--- src/rtl/mem_access_if.sv ---
// Bundle between the EX/MEM stage, the load/store front-end and data_mem.
// The front-end sits on the slave modport. The pipeline/data_mem side sits on the master modport.
interface mem_access_if #(
    parameter int B = 32,
    parameter int W = 5
);
    // request from EX/MEM
    logic         valid;
    logic         mem_read;
    logic         mem_write;
    logic [1:0]   bhw;
    logic         is_unsigned;
    logic [W-1:0] addr;
    logic [B-1:0] wdata;

    // results back to the pipeline
    logic         stall;
    logic [B-1:0] rdata;
    logic         rdata_valid;
    logic         misaligned;

    // full-word port to data_mem
    logic         dm_read;
    logic         dm_write;
    logic [1:0]   dm_bhw;
    logic [W-1:0] dm_addr;
    logic [B-1:0] dm_wdata;
    logic [B-1:0] dm_rdata;

    modport slave (
        input  valid, mem_read, mem_write, bhw, is_unsigned, addr, wdata, dm_rdata,
        output stall, rdata, rdata_valid, misaligned,
               dm_read, dm_write, dm_bhw, dm_addr, dm_wdata
    );

    modport master (
        output valid, mem_read, mem_write, bhw, is_unsigned, addr, wdata, dm_rdata,
        input  stall, rdata, rdata_valid, misaligned,
               dm_read, dm_write, dm_bhw, dm_addr, dm_wdata
    );
endinterface

--- src/rtl/mem_access_unit.sv ---
// Load/store front-end: turns byte/half/word requests into aligned full-word
// data_mem accesses, with read-modify-write for sub-word stores and lane
// extraction plus sign/zero extension for loads.
//
//   state | meaning
//   IDLE  | accepting requests; word stores and misaligned flags finish here
//   LOAD  | data_mem word arrives; extract lane into rdata
//   MERGE | data_mem word arrives; write it back with the store lane replaced
module mem_access_unit #(
    parameter int B = 32,
    parameter int W = 5
) (
    input  logic       i_clk,
    input  logic       i_reset,
    mem_access_if.slave bus
);

    typedef enum logic [1:0] {IDLE, LOAD, MERGE} state_t;

    state_t       state;
    logic [W-1:0] addr_q;
    logic [B-1:0] wdata_q;
    logic [1:0]   bhw_q;
    logic         uns_q;

    logic accept;
    logic is_half;
    logic is_word;
    logic mis;

    // Byte/half lane pulled down to bit 0 and extended; bhw 10/11 pass the word through.
    function automatic logic [B-1:0] extract(input logic [B-1:0] word, input logic [1:0] off,
                                             input logic [1:0] size, input logic uns);
        logic [B-1:0] sh;
        logic [B-1:0] res;
        sh  = '0;
        res = word;
        case (size)
            2'b00: begin
                sh  = word >> {off, 3'b000};
                res = uns ? {{(B-8){1'b0}}, sh[7:0]} : {{(B-8){sh[7]}}, sh[7:0]};
            end
            2'b01: begin
                sh  = word >> {off[1], 4'b0000};
                res = uns ? {{(B-16){1'b0}}, sh[15:0]} : {{(B-16){sh[15]}}, sh[15:0]};
            end
            default: res = word;
        endcase
        return res;
    endfunction

    // Replace one byte or half lane of the fetched word with the low lanes of the store data.
    function automatic logic [B-1:0] merge(input logic [B-1:0] word, input logic [B-1:0] data,
                                           input logic [1:0] off, input logic [1:0] size);
        logic [B-1:0] mask;
        logic [B-1:0] ins;
        if (size == 2'b00) begin
            mask = {{(B-8){1'b0}}, 8'hFF} << {off, 3'b000};
            ins  = {{(B-8){1'b0}}, data[7:0]} << {off, 3'b000};
        end else begin
            mask = {{(B-16){1'b0}}, 16'hFFFF} << {off[1], 4'b0000};
            ins  = {{(B-16){1'b0}}, data[15:0]} << {off[1], 4'b0000};
        end
        return (word & ~mask) | (ins & mask);
    endfunction

    // Request decode: size class, alignment and acceptance from IDLE.
    always_comb begin
        is_half = (bus.bhw == 2'b01);
        is_word = bus.bhw[1];
        mis     = (is_half & bus.addr[0]) | (is_word & (|bus.addr[1:0]));
        accept  = bus.valid & (bus.mem_read | bus.mem_write) & (state == IDLE);
    end

    assign bus.dm_bhw = 2'b11;

    // Combinational data_mem strobes and stall; all forced low during reset.
    always_comb begin
        bus.stall    = 1'b0;
        bus.dm_read  = 1'b0;
        bus.dm_write = 1'b0;
        bus.dm_addr  = {bus.addr[W-1:2], 2'b00};
        bus.dm_wdata = bus.wdata;
        if (!i_reset) begin
            case (state)
                IDLE: begin
                    if (accept && !mis) begin
                        if (bus.mem_write && is_word) begin
                            bus.dm_write = 1'b1;
                        end else begin
                            bus.dm_read = 1'b1;
                            bus.stall   = 1'b1;
                        end
                    end
                end
                LOAD: begin
                    bus.dm_addr = {addr_q[W-1:2], 2'b00};
                end
                MERGE: begin
                    bus.dm_addr  = {addr_q[W-1:2], 2'b00};
                    bus.dm_write = 1'b1;
                    bus.dm_wdata = merge(bus.dm_rdata, wdata_q, addr_q[1:0], bhw_q);
                end
                default: ;
            endcase
        end
    end

    // Sequencer: latch the request, step through LOAD/MERGE, register load result and flags.
    always_ff @(posedge i_clk) begin
        if (i_reset) begin
            state           <= IDLE;
            bus.rdata       <= '0;
            bus.rdata_valid <= 1'b0;
            bus.misaligned  <= 1'b0;
            addr_q          <= '0;
            wdata_q         <= '0;
            bhw_q           <= 2'b00;
            uns_q           <= 1'b0;
        end else begin
            bus.rdata_valid <= 1'b0;
            bus.misaligned  <= 1'b0;
            case (state)
                IDLE: begin
                    if (accept) begin
                        addr_q  <= bus.addr;
                        wdata_q <= bus.wdata;
                        bhw_q   <= bus.bhw;
                        uns_q   <= bus.is_unsigned;
                        if (mis) begin
                            bus.misaligned <= 1'b1;
                        end else if (bus.mem_write) begin
                            if (!is_word) state <= MERGE;
                        end else begin
                            state <= LOAD;
                        end
                    end
                end
                LOAD: begin
                    bus.rdata       <= extract(bus.dm_rdata, addr_q[1:0], bhw_q, uns_q);
                    bus.rdata_valid <= 1'b1;
                    state           <= IDLE;
                end
                MERGE:   state <= IDLE;
                default: state <= IDLE;
            endcase
        end
    end

endmodule

--- src/flat_wrapper.sv ---
// flat-port wrapper written by rule: the top's interface ports become plain ports
module mem_access_unit_flat 
#(
    parameter int B = 32,
    parameter int W = 5
)
  (i_clk, i_reset, bus_valid, bus_mem_read, bus_mem_write, bus_bhw, bus_is_unsigned, bus_addr, bus_wdata, bus_dm_rdata, bus_stall, bus_rdata, bus_rdata_valid, bus_misaligned, bus_dm_read, bus_dm_write, bus_dm_bhw, bus_dm_addr, bus_dm_wdata);
  mem_access_if #(.B(B), .W(W)) bus_i ();
  input  logic i_clk;
  input  logic i_reset;
  input wire logic [$bits(bus_i.valid)-1:0] bus_valid;
  input wire logic [$bits(bus_i.mem_read)-1:0] bus_mem_read;
  input wire logic [$bits(bus_i.mem_write)-1:0] bus_mem_write;
  input wire logic [$bits(bus_i.bhw)-1:0] bus_bhw;
  input wire logic [$bits(bus_i.is_unsigned)-1:0] bus_is_unsigned;
  input wire logic [$bits(bus_i.addr)-1:0] bus_addr;
  input wire logic [$bits(bus_i.wdata)-1:0] bus_wdata;
  input wire logic [$bits(bus_i.dm_rdata)-1:0] bus_dm_rdata;
  output wire logic [$bits(bus_i.stall)-1:0] bus_stall;
  output wire logic [$bits(bus_i.rdata)-1:0] bus_rdata;
  output wire logic [$bits(bus_i.rdata_valid)-1:0] bus_rdata_valid;
  output wire logic [$bits(bus_i.misaligned)-1:0] bus_misaligned;
  output wire logic [$bits(bus_i.dm_read)-1:0] bus_dm_read;
  output wire logic [$bits(bus_i.dm_write)-1:0] bus_dm_write;
  output wire logic [$bits(bus_i.dm_bhw)-1:0] bus_dm_bhw;
  output wire logic [$bits(bus_i.dm_addr)-1:0] bus_dm_addr;
  output wire logic [$bits(bus_i.dm_wdata)-1:0] bus_dm_wdata;
  assign bus_i.valid = bus_valid;
  assign bus_i.mem_read = bus_mem_read;
  assign bus_i.mem_write = bus_mem_write;
  assign bus_i.bhw = bus_bhw;
  assign bus_i.is_unsigned = bus_is_unsigned;
  assign bus_i.addr = bus_addr;
  assign bus_i.wdata = bus_wdata;
  assign bus_i.dm_rdata = bus_dm_rdata;
  assign bus_stall = bus_i.stall;
  assign bus_rdata = bus_i.rdata;
  assign bus_rdata_valid = bus_i.rdata_valid;
  assign bus_misaligned = bus_i.misaligned;
  assign bus_dm_read = bus_i.dm_read;
  assign bus_dm_write = bus_i.dm_write;
  assign bus_dm_bhw = bus_i.dm_bhw;
  assign bus_dm_addr = bus_i.dm_addr;
  assign bus_dm_wdata = bus_i.dm_wdata;
  mem_access_unit #(.B(B), .W(W)) u_core (.i_clk(i_clk), .i_reset(i_reset), .bus(bus_i));
endmodule
--- config.mk ---
export PLATFORM = sky130hd
export DESIGN_NAME = mem_access_unit_flat
export DESIGN_NICKNAME = d
export VERILOG_FILES = /design/src/rtl/mem_access_if.sv /design/src/rtl/mem_access_unit.sv /design/src/flat_wrapper.sv
export SDC_FILE = /design/constraint.sdc
export NUM_CORES = 1
export LEC_CHECK = 0
export CAP_MARGIN = 30
export CORE_MARGIN = 5
export CORE_UTILIZATION = 40
export CTS_CLUSTER_DIAMETER = 200
export DETAILED_ROUTE_END_ITERATION = 8
export PLACE_DENSITY_LB_ADDON = 0.25
export SLEW_MARGIN = 20
export SYNTH_ARGS = -nofsm -noshare
export SYNTH_HDL_FRONTEND = slang
export SYNTH_SLANG_ARGS = --single-unit
--- constraint.sdc ---
create_clock -name i_clk -period 3.7 [get_ports i_clk]
set_clock_uncertainty 0.1 [all_clocks]
set_input_delay 0.74 -clock i_clk [delete_from_list [all_inputs] [get_ports i_clk]]
set_output_delay 0.74 -clock i_clk [all_outputs]
set_load 0.1 [all_outputs]
==> impl_metrics.ini, run 1 <==
[yosys]
synth_edf_count = 0
synthDistinctLibCells = 53
synth-seq-cells = 60
syn_area_sq_mm = 0.00417
yosys_warnings = 0
synth_area_per_cell_sq_um = 7.70
ys_async_sr_fraction_pct = 0
synth-seq-area-share_pct = 28.8
synth_ff_type = dfxtp_1
syn_inst = 542

[floorplan]
die_h_microns = 112
ioPinCount = 153
rows = 37
start_util_pct = 40.8
core_region_area_sq_mm = 0.0102
die_area_sq_mm = 0.0126
die_w_microns = 112

[place]
dp.cells = 780
portBuffers = 148
dpl.hpwl_microns = 11100
routabilityCongestion = 0.845
placed_cell_area_sq_mm = 0.00602

[timing]
setup_violations = 0
final.setup.tns_ns = 0
clock.fmax_mhz = 295
drv_slew = 0
fin_crit_sh_pct = 91.6
relSlewSlack_pct = 31.6
post-route-min-period_ns = 3.39
finalHoldViolCount = 0
rsz0062_at_grt = no
hold_slack_ns = 0.357
worst_pin_slew_ns = 1.02

[routing]
drtPass1Iterations = 5
wl_per_cell_microns = 18.8
drtIter0Drc = 363
wirelength_microns = 14900
viasPerCell = 5.78
drtAntennaViolNets = 0
drc = 0
vias = 4593

[min_path]
hold_depth = 2
hold_class = reg2reg

[layout]
n_antenna_cell = 0
final_cell_count_no_fill = 795
regArea_sq_mm = 0.00120
fill_cells = 908
nNetsFinal = 735
layout-drive-gt1-share_pct = 18.5
syn2layout_area_growth_pct = 49.8
multi_input_area_sq_mm = 0.00273
final_cell_area_sq_mm = 0.00625

[global_routing]
grt_pass1_wl_microns = 23500
overflow = 0
grt_pass1_vias = 4479
antenna_found_initial = 0
grt_max_degree = 67
grt_usage_pct = 22.8

[cts]
cts.clk_slew.worst_paths_ns = 0.07
clock_path_buffers = 2
clock_latency_ns = 0.34
postCtsSetupRepairBufs = 0
cts_tree = done
clock-sinks = 60
cts_resized = 0
cts-htree-levels = 3
ctsHoldBuffers = 0
numCtsBuffers = 9
cts-root-buf = clkbuf_8

[critical_path]
path_depth = 5
critical_path_class = reg2out
cp_max_fo = 23
crit_chain = buf_4 > nor3_4 > nor4_1 > o31ai_1 > buf_12
reg2reg_slack_ns = 1.46
start_kind = register
arrival_ns = 2.55
ff2ff_path_depth = 4
slowest_delay_ns = 0.57
cpMaxStageDelayCell = dfxtp_1
path_buf_inv = 2
end_kind = primary output
cp.required_ns = 2.86
cpLargestDelayFamily = simple AND/OR/NAND/NOR gates

[power_and_ir_drop]
vdd_drop_max_uv = 201
p_leak_nw = 2.18
power.density_mw_per_mm2 = 394
total_power_mw = 2.46

[flow_run]
drv_cap = 0

[outcome]
outcome = finished, final reports clean
[state kept, by name, indices dropped and copies added, names as in the netlist]
name                    flops
u_core.wdata_q             16
u_core.bus.rdata           32
u_core.bus.misaligned       1
u_core.addr_q               5
u_core.uns_q                1
u_core.bus.rdata_valid      1
u_core.bhw_q                2
u_core.state                2
[worst reg2reg max path, delay by kind of cell, from the launching register on]
| kind | cells | cell delay [ns] |
|---|---|---|
| flops | 1 | 0.65 |
| simple gates | 1 | 0.55 |
| buf+inv | 1 | 0.49 |
| compound gates | 2 | 0.33 |
[cells by family (layout without fill, tap and decap cells)]
kind of cell	after synthesis	after routing	synth area share (%)
compound gates	168	168	28.8
fa+ha+maj	3	3	0.900
buf+inv	65	180	8.64
flops	60	60	28.8
mux	19	19	5.22
other cells	2	4	0.180
simple gates	225	225	27.4
[cell usage in the layout (no fill, tap or decap), types with 17 or more instances in the layout]
master and count:
buf_4 17, buf_12 35, a21oi_1 36, nor2_1 50, nand3_1 17, mux2_2 18, dfxtp_1 59, o21ai_0 17
clkdlybuf4s50_1 109, nand2_1 82, a31oi_1 19, and2_1 17
[synthesized netlist by cell type (2+ instances only)]
master | instances | area [sq um]
a311o_1 | 16 | 160
conb_1 | 2 | 7.51
mux2_2 | 18 | 203
buf_6 | 6 | 67.6
nor4_1 | 9 | 56.3
nand2_1 | 82 | 308
a311oi_2 | 3 | 45.0
o21ai_0 | 18 | 90.1
o221ai_1 | 7 | 61.3
a21oi_1 | 36 | 180
buf_2 | 16 | 80.1
nor2_1 | 50 | 188
buf_4 | 13 | 97.6
nand2b_1 | 5 | 31.3
clkbuf_2 | 2 | 10.0
ha_1 | 3 | 37.5
a22oi_1 | 7 | 52.6
a31oi_1 | 33 | 206
o21a_1 | 8 | 60.1
inv_1 | 3 | 11.3
nor2b_1 | 5 | 31.3
dfxtp_1 | 60 | 1200
clkbuf_1 | 24 | 90.1
and4bb_2 | 7 | 87.6
nand3b_1 | 14 | 105
a311oi_1 | 5 | 43.8
a211oi_1 | 9 | 67.6
nor3_1 | 9 | 45.0
o31ai_1 | 16 | 120
and2_1 | 17 | 106
nand3_1 | 17 | 85.1
[cell type report]
type,count,area share (%)
flip-flops and latches,60,19.2
multi-input cells,419,43.6
well taps,136,2.72
clock buffers,11,2.26
inverters,3,0.180
clock inverters,4,1.18
repair buffers,162,30.8
[through the flow]
step / worst slack (ns) / util [%]
finish: 0.310 / 61.1
global route: 0.177 / 61.1
CTS: 0.364 / 61.0
detailed placement: 0.540 / 58.9
global placement: 0.571 / 58.9
floorplan: -0.782 / -
[routing by layer]
metal | GRT usage (%) | wire, microns | vias to the layer above
met3 | 6.95 | 1270 | 16
li1 | - | - | 2213
met2 | 38.1 | 7160 | 181
met5 | 0 | 0 | -
met1 | 28.7 | 6300 | 2183
met4 | 6.01 | 190 | 0
[report_power, final]
part | switching, mW | total (mW) | internal [mW]
combinational | 0.708 | 1.07 | 0.359
clock | 0.268 | 0.662 | 0.394
sequential | 0.0432 | 0.730 | 0.687
total | 1.02 | 2.46 | 1.44
[worst paths after layout]
path,start,end
worst max-delay path,u_core.bhw_q[0],bus_dm_wdata[8]
worst min-delay path,u_core.wdata_q[13],u_core.wdata_q[13]
worst max register to register,u_core.bhw_q[1],u_core.bus.rdata[23]
worst min register to register,u_core.wdata_q[13],u_core.wdata_q[13]
(Power assumes the default switching activity.)
==> inputs of run 2 (changes only) <==
--- a/config.mk
+++ b/config.mk
@@ -11,6 +11,7 @@
 export CTS_CLUSTER_DIAMETER = 200
 export DETAILED_ROUTE_END_ITERATION = 8
 export PLACE_DENSITY_LB_ADDON = 0.25
+export REMOVE_ABC_BUFFERS = 1
 export SLEW_MARGIN = 20
 export SYNTH_ARGS = -nofsm -noshare
 export SYNTH_HDL_FRONTEND = slang
==> run 2 against run 1 <==
  * Utilization shrank 1.0 points
  * Critical path depth is 1 lower
  * Flip-flop and latch count is the same
  * Register-to-register slack better by 0.12 ns
  * Global-route usage decreased by 0.53 points
  * Sequential share of layout area rose by 0.35 points
  * Critical path type unchanged
  * Largest power group unchanged
==> impl_metrics.ini, run 2 (same netlist as run 1, synthesis figures left out) <==
[cts]
clock_path_buffers = 2
cts-root-buf = clkbuf_8
numCtsBuffers = 9
ctsHoldBuffers = 0
clock_latency_ns = 0.35
cts_tree = done
clock-sinks = 60
cts_resized = 0
postCtsSetupRepairBufs = 0
cts.clk_slew.worst_paths_ns = 0.07
cts-htree-levels = 3

[critical_path]
arrival_ns = 2.49
critPathCapture = bus_dm_wdata[16]
cp.required_ns = 2.86
slowest_delay_ns = 0.79
end_kind = primary output
critPathLaunch = u_core.bhw_q[0]
cp_max_fo = 19
start_kind = register
timing.rr.end = u_core.bus.rdata[25]
ff2ff_path_depth = 4
cpMaxStageDelayCell = dfxtp_1
critical_path_class = reg2out
reg2reg_slack_ns = 1.58
reg2reg_from = u_core.bhw_q[0]
crit_chain = or3b_1 > nand3_1 > a31oi_1 > buf_12

[global_routing]
use_met2_pct = 37.3
grt-busiest-layer = met2
grt_max_degree = 58
use_met1_pct = 27.5
grt_pass1_wl_microns = 23100
grt_use_met3_pct = 5.34
overflow = 0
grt_pass1_vias = 4455
antenna_found_initial = 0
grt_usage_pct = 22.3

[routing]
wl_per_cell_microns = 18.0
wirelength_microns = 14300
drtIter0Drc = 366
drtAntennaViolNets = 0
vias = 4531
drtPass1Iterations = 5
viasPerCell = 5.69
drc = 0

[timing]
clock.fmax_mhz = 301
rsz0062_at_grt = no
fin_ws_ns = 0.375
relSlewSlack_pct = 31.7
hold_slack_ns = 0.361
finalHoldViolCount = 0
post-route-min-period_ns = 3.33
setup_violations = 0
worst_pin_slew_ns = 1.02
fin_crit_sh_pct = 89.9
drv_slew = 0

[flow_run]
drv_cap = 0

[layout]
syn2layout_area_growth_pct = 47.3
n_antenna_cell = 0
final_cell_count_no_fill = 796
final_cell_area_sq_mm = 0.00614
final_cell_mix = 109 x clkdlybuf4s50_1, 82 x nand2_1, 58 x dfxtp_1
nNetsFinal = 735
largest_reg_flops = 32
layout_commonest_cell = clkdlybuf4s50_1
reg.largest.list = u_core.bus.rdata: 32 flops, u_core.wdata_q: 16 flops, u_core.addr_q: 5 flops
layout-drive-gt1-share_pct = 16.5
top_register = u_core.bus.rdata

[floorplan]
core_region_area_sq_mm = 0.0102
ioPinCount = 153
rows = 37
die_h_microns = 112
die_area_sq_mm = 0.0126
start_util_pct = 40.8
die_w_microns = 112

[place]
dpl.hpwl_microns = 10600
portBuffers = 148
dp.cells = 779
placed_cell_area_sq_mm = 0.00594
place_ws_ns = 0.567
routabilityCongestion = 0.827

[power_and_ir_drop]
power.density_mw_per_mm2 = 379
vdd_drop_max_uv = 208
p_leak_nw = 2.15

[min_path]
hold_class = reg2reg

[outcome]
outcome = finished, final reports clean
==> run 2: changes by cell type in the layout (fill, tap and decap cells not counted), moves of 2 or more <==
cell,change
a31oi_2,-14
bufinv_16,-2
a31oi_1,+14
buf_4,-2
clkinvlp_4,+2
==> run 2: metrics by stage <==
| step | TNS [ns] | utilization [%] | power, mW |
|---|---|---|---|
| after floorplan | -39.13 | - | 1.41 |
| after detailed placement | 0 | 58.0 | 1.79 |
| after global placement | 0 | 58.0 | 1.78 |
| after global routing | 0 | 60.0 | 2.42 |
| after CTS | 0 | 59.8 | 2.33 |
| final | 0 | 60.0 | 2.33 |
==> run 2: how the worst min path moves through the flow <==
stage                             from                  to  cells after the start
finish              u_core.wdata_q[13]  u_core.wdata_q[13]                      2
global route        u_core.wdata_q[12]  u_core.wdata_q[12]                      2
CTS                 u_core.wdata_q[13]  u_core.wdata_q[13]                      2
detailed placement  u_core.wdata_q[13]  u_core.wdata_q[13]                      2
global placement      u_core.addr_q[3]    u_core.addr_q[3]                      2
floorplan             u_core.addr_q[2]    u_core.addr_q[2]                      2
==> run 2: layer usage <==
layer  share of wire [%]  vias to the layer above
li1                    -                     2208
met1                  41                     2122
met2                  49                      169
met3                 6.9                       32
met4                 3.1                        0
met5                   0                        -
==> run 2: area by class of cell <==
cell class | count | area, sq um
fill | 895 | 4090
sequential | 60 | 1200
multi-input combinational | 419 | 2620
inverter | 3 | 11.3
timing repair buffer | 162 | 1960
tap | 136 | 170
clock inverter | 5 | 37.5
clock buffer | 11 | 141
==> run 2: where the power goes <==
part	switching [mW]	internal [mW]
Clock	0.284	0.262
Sequential	0.0371	0.687
Combinational	0.699	0.358
Total	1.02	1.31
==> run 2: worst max-delay path, delay by kind of cell, from the launching register on <==
| family | cells | cell delay [ns] |
|---|---|---|
| DFF | 1 | 0.79 |
| and+or+nand+nor | 2 | 0.75 |
| AOI/OAI and AO/OA | 1 | 0.37 |
| buffers and inverters | 1 | 0.22 |
